### src/rtl/lab_disp_pkg.sv
// Shared display definitions for the lab counter boards: glyph type and
// active-high 7-segment encodings {g,f,e,d,c,b,a} for hex digits 0-F.
package lab_disp_pkg;

    typedef logic [6:0] seg7_t;

    localparam seg7_t SEG_0 = 7'b0111111;
    localparam seg7_t SEG_1 = 7'b0000110;
    localparam seg7_t SEG_2 = 7'b1011011;
    localparam seg7_t SEG_3 = 7'b1001111;
    localparam seg7_t SEG_4 = 7'b1100110;
    localparam seg7_t SEG_5 = 7'b1101101;
    localparam seg7_t SEG_6 = 7'b1111101;
    localparam seg7_t SEG_7 = 7'b0000111;
    localparam seg7_t SEG_8 = 7'b1111111;
    localparam seg7_t SEG_9 = 7'b1101111;
    localparam seg7_t SEG_A = 7'b1110111;
    localparam seg7_t SEG_B = 7'b1111100;
    localparam seg7_t SEG_C = 7'b0111001;
    localparam seg7_t SEG_D = 7'b1011110;
    localparam seg7_t SEG_E = 7'b1111001;
    localparam seg7_t SEG_F = 7'b1110001;

endpackage

### src/rtl/seg7_decode.sv
// Combinational hex-to-7-segment decoder, active-high output {g,f,e,d,c,b,a}.
// Polarity is left to the caller so other labs can reuse it unchanged.
module seg7_decode
    import lab_disp_pkg::*;
(
    input  logic [3:0] digit_i,
    output seg7_t      seg_o
);

    always_comb begin
        seg_o = SEG_0;
        case (digit_i)
            4'h0: seg_o = SEG_0;
            4'h1: seg_o = SEG_1;
            4'h2: seg_o = SEG_2;
            4'h3: seg_o = SEG_3;
            4'h4: seg_o = SEG_4;
            4'h5: seg_o = SEG_5;
            4'h6: seg_o = SEG_6;
            4'h7: seg_o = SEG_7;
            4'h8: seg_o = SEG_8;
            4'h9: seg_o = SEG_9;
            4'hA: seg_o = SEG_A;
            4'hB: seg_o = SEG_B;
            4'hC: seg_o = SEG_C;
            4'hD: seg_o = SEG_D;
            4'hE: seg_o = SEG_E;
            4'hF: seg_o = SEG_F;
            default: seg_o = SEG_0;
        endcase
    end

endmodule

### src/rtl/seg7_scan_driver.sv
// Time-multiplexed 7-segment driver: prescaled digit scan, per-frame value
// snapshot, leading-zero blanking and one dark cycle per slot against ghosting.
module seg7_scan_driver
    import lab_disp_pkg::*;
#(
    parameter int DIGITS     = 4,
    parameter int DIV        = 50000,
    parameter int ACTIVE_LOW = 1
) (
    input  logic                  clk,
    input  logic                  rst,
    input  logic                  en,
    input  logic [4*DIGITS-1:0]   value,
    input  logic [DIGITS-1:0]     dp_mask,
    input  logic                  blank_lz,
    output logic [6:0]            seg,
    output logic                  dp,
    output logic [DIGITS-1:0]     an
);

    localparam int   PREW = (DIV > 1) ? $clog2(DIV) : 1;
    localparam int   IDXW = (DIGITS > 1) ? $clog2(DIGITS) : 1;
    localparam logic INV  = (ACTIVE_LOW != 0);

    logic [PREW-1:0]     pre_q, pre_d;
    logic [IDXW-1:0]     idx_q, idx_d;
    logic [4*DIGITS-1:0] snap_q, snap_d;
    logic                lzSnap_q, lzSnap_d;
    logic [6:0]          seg_q, seg_d;
    logic                dp_q, dp_d;
    logic [DIGITS-1:0]   an_q, an_d;

    logic [3:0]          curDigit;
    logic                curDp;
    logic                curZeroUpper;
    logic [DIGITS-1:0]   anSel;
    logic [DIGITS-1:0]   zeroUpper;
    logic                running;
    logic                curBlank;
    seg7_t               glyph;
    seg7_t               segHigh;
    logic                dpHigh;
    logic [DIGITS-1:0]   anHigh;

    // The snapshot is taken only on the last cycle of the last slot, so a frame never mixes two values.
    always_comb begin
        pre_d    = pre_q;
        idx_d    = idx_q;
        snap_d   = snap_q;
        lzSnap_d = lzSnap_q;
        if (en) begin
            if (pre_q == PREW'(DIV - 1)) begin
                pre_d = '0;
                if (idx_q == IDXW'(DIGITS - 1)) begin
                    idx_d    = '0;
                    snap_d   = value;
                    lzSnap_d = blank_lz;
                end else begin
                    idx_d = idx_q + 1'b1;
                end
            end else begin
                pre_d = pre_q + 1'b1;
            end
        end
    end

    // zeroUpper[i] is set when snapshot digits i..DIGITS-1 are all zero.
    always_comb begin
        running      = 1'b1;
        zeroUpper    = '0;
        curDigit     = '0;
        curDp        = 1'b0;
        curZeroUpper = 1'b0;
        anSel        = '0;
        for (int i = DIGITS - 1; i >= 0; i--) begin
            running      = running & (snap_q[4*i +: 4] == 4'd0);
            zeroUpper[i] = running;
        end
        for (int i = 0; i < DIGITS; i++) begin
            if (idx_q == IDXW'(i)) begin
                curDigit     = snap_q[4*i +: 4];
                curDp        = dp_mask[i];
                curZeroUpper = zeroUpper[i];
                anSel[i]     = 1'b1;
            end
        end
    end

    seg7_decode u_decode (
        .digit_i (curDigit),
        .seg_o   (glyph)
    );

    assign curBlank = lzSnap_q && (idx_q != '0) && curZeroUpper;

    // Slot cycle pre==0 keeps everything dark so the previous digit cannot ghost.
    always_comb begin
        segHigh = '0;
        dpHigh  = 1'b0;
        anHigh  = '0;
        if (en && (pre_q != '0)) begin
            segHigh = curBlank ? 7'b0000000 : glyph;
            dpHigh  = curDp;
            anHigh  = anSel;
        end
        seg_d = segHigh ^ {7{INV}};
        dp_d  = dpHigh ^ INV;
        an_d  = anHigh ^ {DIGITS{INV}};
    end

    always_ff @(posedge clk) begin
        if (!rst) begin
            pre_q    <= '0;
            idx_q    <= '0;
            snap_q   <= '0;
            lzSnap_q <= 1'b0;
            seg_q    <= {7{INV}};
            dp_q     <= INV;
            an_q     <= {DIGITS{INV}};
        end else begin
            pre_q    <= pre_d;
            idx_q    <= idx_d;
            snap_q   <= snap_d;
            lzSnap_q <= lzSnap_d;
            seg_q    <= seg_d;
            dp_q     <= dp_d;
            an_q     <= an_d;
        end
    end

    assign seg = seg_q;
    assign dp  = dp_q;
    assign an  = an_q;

endmodule

### config.mk
export PLATFORM = sky130hd
export DESIGN_NAME = seg7_scan_driver
export DESIGN_NICKNAME = d
export VERILOG_FILES = /design/src/rtl/lab_disp_pkg.sv /design/src/rtl/seg7_decode.sv /design/src/rtl/seg7_scan_driver.sv
export SDC_FILE = /design/constraint.sdc
export NUM_CORES = 1
export LEC_CHECK = 0
export CAP_MARGIN = 5
export CORE_ASPECT_RATIO = 1.5
export CORE_MARGIN = 1.5
export CORE_UTILIZATION = 40
export CTS_CLUSTER_DIAMETER = 150
export CTS_CLUSTER_SIZE = 10
export DETAILED_ROUTE_END_ITERATION = 16
export PLACE_DENSITY_LB_ADDON = 0.3
export SLEW_MARGIN = 40
export SYNTH_ARGS = -nofsm -noshare
export SYNTH_HDL_FRONTEND = slang
export SYNTH_HIERARCHICAL = 1
export SYNTH_SLANG_ARGS = --single-unit
### constraint.sdc
create_clock -name clk -period 4.8 [get_ports clk]
set_input_delay 0.72 -clock clk [delete_from_list [all_inputs] [get_ports clk]]
set_output_delay 0.72 -clock clk [all_outputs]
set_load 0.05 [all_outputs]
# [Yosys cells after proc, flatten, opt, wreduce, memory -nomap -nowiden]
# Memory sizes are Yosys's and may differ from the RTL's.
# Index checks and enable logic that the tools add are counted.
[word_totals] ff_bits=47 latch_bits=0 ramBits=0 rom_bits=112 input_bits=24 out_inout_bits=12 elab_cells=54 memories=1
[memory_table] memory="(no name shown)" depth=16 word_bits=7 read_ports=1 rd_ports_with_merged_regs=0 wr=0 line="seg7_decode.sv:12" source="case (digit_i)"
[classes] add_sub_neg=2 mul=0 div_mod_pow=0 n_lt_le_gt_ge=0 eq_ne=4 shifts=0 muxes=22 n_bitwise=6 reduce_logical=12
[ops] cell="$mux W4" n=5
[ops] cell="$add A16 B1 Y16 const B" n=1
[ops] cell="$eq A16 B16 Y1 const B" n=1
[ops] cell="$logic_not A4 Y1" n=4
[ops] cell="$mux W16" n=1
[ops] cell="$reduce_bool A16 Y1" n=1
[ops] cell="$mux W7" n=2
[ops] cell="$mux W1" n=13
[ops] cell="$not A7 Y7" n=1
[ops] cell="$eq A2 B2 Y1 const B" n=2
[ops] cell="$not A4 Y4" n=1
[ops] cell="$and A1 B1 Y1" n=3
[ops] cell="$logic_and A1 B1 Y1" n=3
[ops] cell="$reduce_and A3 Y1" n=1
[ops] cell="$add A2 B1 Y2 const B" n=1
[ops] cell="$eq A2 B1 Y1 const B" n=1
[ops] cell="$logic_not A2 Y1" n=1
[ops] cell="$mux W2" n=1
[ops] cell="$reduce_and A2 Y1" n=1
[ops] cell="$reduce_bool A2 Y1" n=1
[ops] cell="$not A1 Y1" n=1

# [Depth between registers and ports, before layout]
[depth] word_depth=12 depth_mapped=12

# [Cells and area by module]
# Netlist, hierarchy kept.
[modules_own_cells] mod="seg7_scan_driver" n_inst=1 cells_per_inst=256 area_each_um2=2290.9 seq_area_each_um2=940.9
[modules_own_cells] mod="seg7_decode" n_inst=1 cells_per_inst=33 area_each_um2=287.8 seq_area_each_um2=0.0

# [Worst setup path after synthesis]
# No wires, ideal clock.
[synth_timing] path_kind="register to register" from="register idx_q[1]" to="register seg_q[3], in the netlist seg[3]" setup_time_ps=63 arrival_ps=2339 setup_slack_ps=2398 path_stages_with_launch=13 path_buffers=1 synth_period_minus_slack_ps=2402 path_cell_list="dfxtp_1 > inv_1 > ha_1 > clkbuf_1 > and3b_1 > a21oi_1 > o21ai_0 > mux2_2 > inv_1 > ha_1 > inv_1 > mux4_1 > nand3_1"
[synth_between] elab_chain_cells=9
[synth_lines] item="from (decl)" line="seg7_scan_driver.sv:26" source="logic [IDXW-1:0] idx_q, idx_d;"
[synth_lines] item="from (signal assigned)" line="seg7_scan_driver.sv:122" source="idx_q <= idx_d;"
[synth_lines] item="$logic_not A2 Y1" line="seg7_scan_driver.sv:80" source="if (idx_q == IDXW'(i)) begin"
[synth_lines] item="$mux W4 (3 in a row)" line="seg7_scan_driver.sv:80"
[synth_lines] item="$mux W4 *" line="seg7_scan_driver.sv:80"
[synth_lines] item="via curDigit[1]" line="seg7_scan_driver.sv:33" source="logic [3:0] curDigit;"
[synth_lines] item="$mem_v2 Z16 W7 *"
[synth_lines] item="via glyph[3]" line="seg7_scan_driver.sv:40" source="seg7_t glyph;"
[synth_lines] item="$mux W7 *" line="seg7_scan_driver.sv:102" source="segHigh = curBlank ? 7'b0000000 : glyph;"
[synth_lines] item="$mux W7 *" line="seg7_scan_driver.sv:101" source="if (en && (pre_q != '0)) begin"
[synth_lines] item="$not A7 Y7 (no source line) *"
[synth_lines] item="to (signal assigned)" line="seg7_scan_driver.sv:117" source="seg_q <= {7{INV}};"
[synth_lines] item="to (signal assigned)" line="seg7_scan_driver.sv:125" source="seg_q <= seg_d;"
[synth_lines] item="to (decl)" line="seg7_scan_driver.sv:29" source="logic [6:0] seg_q, seg_d;"
# Mark *: on every way through the listed nets, which the timed path passes. The rest lies on a longest branch.
# A chain may end at the register's enable or synchronous reset.

==> out/summary.txt <==
GLOBAL ROUTING
------------------------------------------------------------------------------
Initial antenna violation count .................................            0
Congestion Overflow GR ..........................................            0
Number of global-route vias before repair .......................        2,026
Global-route usage over all layers ..............................        17.4%
Maximum number of pins on one net before global-route repair ....           28
Wire length of the first global-routing pass ....................      9.36 mm

CLOCK TREE
------------------------------------------------------------------------------
Buffer levels on the longest clock path .........................            2
Number of CTS-inserted buffers ..................................            5
Clock latency reported for the late side of the worst-skew pair .      0.30 ns
Sinks on the clock net ..........................................           47
Count of cells resized by post-cts repair .......................            0
Post-CTS Hold Fix Bufs ..........................................            0
H-tree depth ....................................................            2
Root buffer cell ................................................ sky130_fd_sc_hd__clkbuf_8
Clock tree from TritonCTS .......................................          yes
Reg clk slew, reported paths ....................................      0.08 ns
Setup Buffers After CTS .........................................            0

DETAILED ROUTING
------------------------------------------------------------------------------
Detailed-route wire length ......................................      5.62 mm
TritonRoute pass-1 iters ........................................            5
Number of vias per cell .........................................         5.53
Drt initial violations ..........................................          151
Number of vias after detailed routing ...........................        2,114
Routed wire per std cell ........................................      14.7 um
Residual antenna-violating net count after detailed routing .....            0
DRC Markers .....................................................            0

SYNTH
------------------------------------------------------------------------------
Unique cell type count in the Yosys netlist .....................           49
Avg Inst Size Synth .............................................     8.92 um2
Mapped cell area ................................................     2580 um2
Synthesized net count ...........................................          326
Number of enable flip-flop cells after synthesis ................            0
Most numerous cell in the Yosys netlist ......................... sky130_fd_sc_hd__dfxtp_1
Flops & latches, synth ..........................................           47
Largest area contributor in the synthesized netlist ............. sky130_fd_sc_hd__dfxtp_1
Cell count after synthesis ......................................          289
FFs w/ async S/R, synth .........................................           0%
Synth cell count leaders ........................................ sky130_fd_sc_hd__dfxtp_1 (47), sky130_fd_sc_hd__nand4_1 (24), sky130_fd_sc_hd__o21ai_0 (23), sky130_fd_sc_hd__nor2_1 (18), sky130_fd_sc_hd__nand2_1 (17)
Yosys Warn Count ................................................            6
Part of the Yosys area used for sequential elements .............        36.5%
Area share of the leading cell type in the synthesized netlist ..        36.5%
Top FF cell, synth .............................................. sky130_fd_sc_hd__dfxtp_1
Dominant cells by area after synthesis .......................... sky130_fd_sc_hd__dfxtp_1 (36%), sky130_fd_sc_hd__ha_1 (6.3%), sky130_fd_sc_hd__nand4_1 (5.8%)

POWER AND IR DROP
------------------------------------------------------------------------------
Final total power ...............................................     0.694 mW
Share of power burned in registers ..............................        57.4%
Cell internal power dissipation .................................     0.529 mW
VDD IR-drop max .................................................     0.107 mV
Fraction of power spent switching nets ..........................        23.9%
Switching component of the power ................................     0.166 mW
Combinational power share .......................................         8.8%
Portion of total power attributed to the clock network ..........        33.7%
Static Leak .....................................................     0.978 nW
Cell area power density .........................................   235 nW/um2

TIMING
------------------------------------------------------------------------------
Total Neg Setup Slack ...........................................         0 ns
Final setup vio count ...........................................            0
Unrepaired setup endpoints after global routing .................        false
Worst path setup slack after routing ............................      2.09 ns
Relative slew margins ...........................................        50.5%
Final setup skew ................................................   0.00759 ns
Number of hold violations in the final report ...................            0
Final period util ...............................................        56.4%
Max-slew violations .............................................            0
Maximum clock frequency .........................................      369 MHz
Transition at the pin with the smallest max-transition slack ....     0.741 ns
Final min period ................................................      2.71 ns

FINISH
------------------------------------------------------------------------------
Diodes inserted .................................................            0
Final standard cell area without fillers ........................     2950 um2
Area growth from synthesis to layout ............................        14.4%
Layout cells sized above 1 ......................................        7.47%
Number of nets in the finished design ...........................          344

SETUP PATH
------------------------------------------------------------------------------
Slowest CP cell ................................................. sky130_fd_sc_hd__clkdlybuf4s50_1
Sort of element at the start of the critical path ...............   input port
Ordered cell list for the critical path ......................... clkdlybuf4s50_1 -> and4_4 -> nand3_1 -> o21ai_4 -> nor2_1
Dominant delay contributor by cell family on the critical path .. simple AND/OR/NAND/NOR gates
Type of the worst setup path .................................... input port to flop
Endpoint type of the worst setup path ...........................         flop
Stage delay of the slowest cell on the critical path ............      0.63 ns
Bufs and invs on worst path .....................................            1
Data required time of the worst path ............................      4.98 ns
Critical Path AT ................................................      2.88 ns
Maximum fanout encountered on the critical timing path ..........           20

DIE
------------------------------------------------------------------------------
Core Area .......................................................     6170 um2
X dimension of the die ..........................................      68.6 um
Die area ........................................................     6950 um2
Overall die height ..............................................       101 um
Initial Utilization .............................................        41.8%
Number of cell rows .............................................           35
Number of top-level pins ........................................           36

PLACEMENT
------------------------------------------------------------------------------
I/O Buffers .....................................................           35
Cell area reported after detailed placement .....................     2870 um2
Final Wtd Congestion ............................................        0.850
HPWL reported at the end of detailed placement ..................      3.97 mm
Setup Slack @ Placement .........................................      1.79 ns

OUTCOME
------------------------------------------------------------------------------
Status .......................................................... finished clean

RUN
------------------------------------------------------------------------------
Max capacitance violation total .................................            0

HOLD PATH
------------------------------------------------------------------------------
Hold WC Path Type ............................................... flop to flop

==> registers in the layout, summed over array words and instances, names as in the netlist <==
name and count:
snap_q 16, pre_q 16, an 4, idx_q 2, dp 1, seg 7, lzSnap_q 1
==> worst min-delay path, cell delays in order (launching register included) <==
cell	delay [ns]
sky130_fd_sc_hd__dfxtp_1	0.31
sky130_fd_sc_hd__o21ai_0	0.06
sky130_fd_sc_hd__a21boi_0	0.07
==> logic make-up (layout without fill, tap and decap cells) <==
family / after synthesis / count (layout) / share of synthesized area [%]
adder cells (fa/ha/maj): 13 / 13 / 6.31
multiplexers: 11 / 11 / 5.24
buffers and inverters: 37 / 56 / 8.20
AND/OR/NAND/NOR: 106 / 106 / 23.7
AO/OA/AOI/OAI: 60 / 60 / 15.0
flip-flops: 47 / 47 / 36.5
XOR/XNOR: 15 / 15 / 5.09
==> metrics by stage <==
step           util (%)  hold slack [ns]  std cells
3_3_place_gp       46.3            0.472        374
4_1_cts            47.8            0.492        382
2_1_floorplan         -            0.450        289
6_report           47.8            0.486        382
3_5_place_dp       46.4            0.482        374
5_1_grt            47.8            0.520        382
==> power groups by stage <==
stage | Combinational [mW] | Sequential (mW) | Clock, mW
finish | 0.0613 | 0.399 | 0.234
global route | 0.0656 | 0.400 | 0.253
global placement | 0.0608 | 0.408 | 0
CTS | 0.0625 | 0.399 | 0.242
floorplan | 0.0177 | 0.421 | 0
detailed placement | 0.0622 | 0.408 | 0
==> layer usage <==
| layer | vias up | part of all wire (%) | track usage, % |
|---|---|---|---|
| met2 | 54 | 52 | 31.1 |
| met1 | 977 | 42 | 19.6 |
| met4 | 0 | 2.6 | 8.15 |
| li1 | 1071 | - | - |
| met3 | 12 | 3.6 | 2.67 |
| met5 | - | 0 | 0 |
==> worst paths after layout <==
path	from	to	slack [ns]	cells after the start
setup / recovery	en	pre_q[3]$_SDFFE_PN0P_	2.09	5
hold / removal	snap_q[0]$_SDFFE_PN0P_	snap_q[0]$_SDFFE_PN0P_	0.49	2
setup reg to reg	idx_q[1]$_SDFFE_PN0P_	seg[3]$_SDFF_PN1_	2.18	11
hold reg to reg	snap_q[0]$_SDFFE_PN0P_	snap_q[0]$_SDFFE_PN0P_	0.49	2
==> area by class of cell <==
| cell class | instances | area [um2] |
|---|---|---|
| repair buffers | 35 | 350 |
| well taps | 74 | 92.6 |
| fillers | 617 | 3230 |
| clock buffers | 7 | 76.3 |
| clock inverters | 1 | 5.00 |
| inverters | 13 | 48.8 |
| multi-input cells | 205 | 1440 |
| flip-flops and latches | 47 | 941 |
==> cell usage in the layout (no fill, tap or decap), types with 2 or more instances in the layout <==
master / n
sky130_fd_sc_hd__o21ai_0: 23
sky130_fd_sc_hd__a21oi_1: 10
sky130_fd_sc_hd__nand2_1: 17
sky130_fd_sc_hd__nand3_1: 12
sky130_fd_sc_hd__mux2i_1: 3
sky130_fd_sc_hd__mux2_2: 7
sky130_fd_sc_hd__a21boi_0: 8
sky130_fd_sc_hd__nor2_1: 18
sky130_fd_sc_hd__ha_1: 12
sky130_fd_sc_hd__inv_1: 13
sky130_fd_sc_hd__a21boi_1: 10
sky130_fd_sc_hd__clkbuf_1: 2
sky130_fd_sc_hd__and3b_1: 4
sky130_fd_sc_hd__xnor2_1: 13
sky130_fd_sc_hd__xor2_1: 2
sky130_fd_sc_hd__nand4_1: 24
sky130_fd_sc_hd__and4_1: 2
sky130_fd_sc_hd__clkdlybuf4s50_1: 35
sky130_fd_sc_hd__nand2b_1: 2
sky130_fd_sc_hd__dfxtp_1: 47
sky130_fd_sc_hd__nor4_1: 9
sky130_fd_sc_hd__nor3_1: 6
sky130_fd_sc_hd__clkbuf_8: 5
Power figures use the tool's default switching activity.
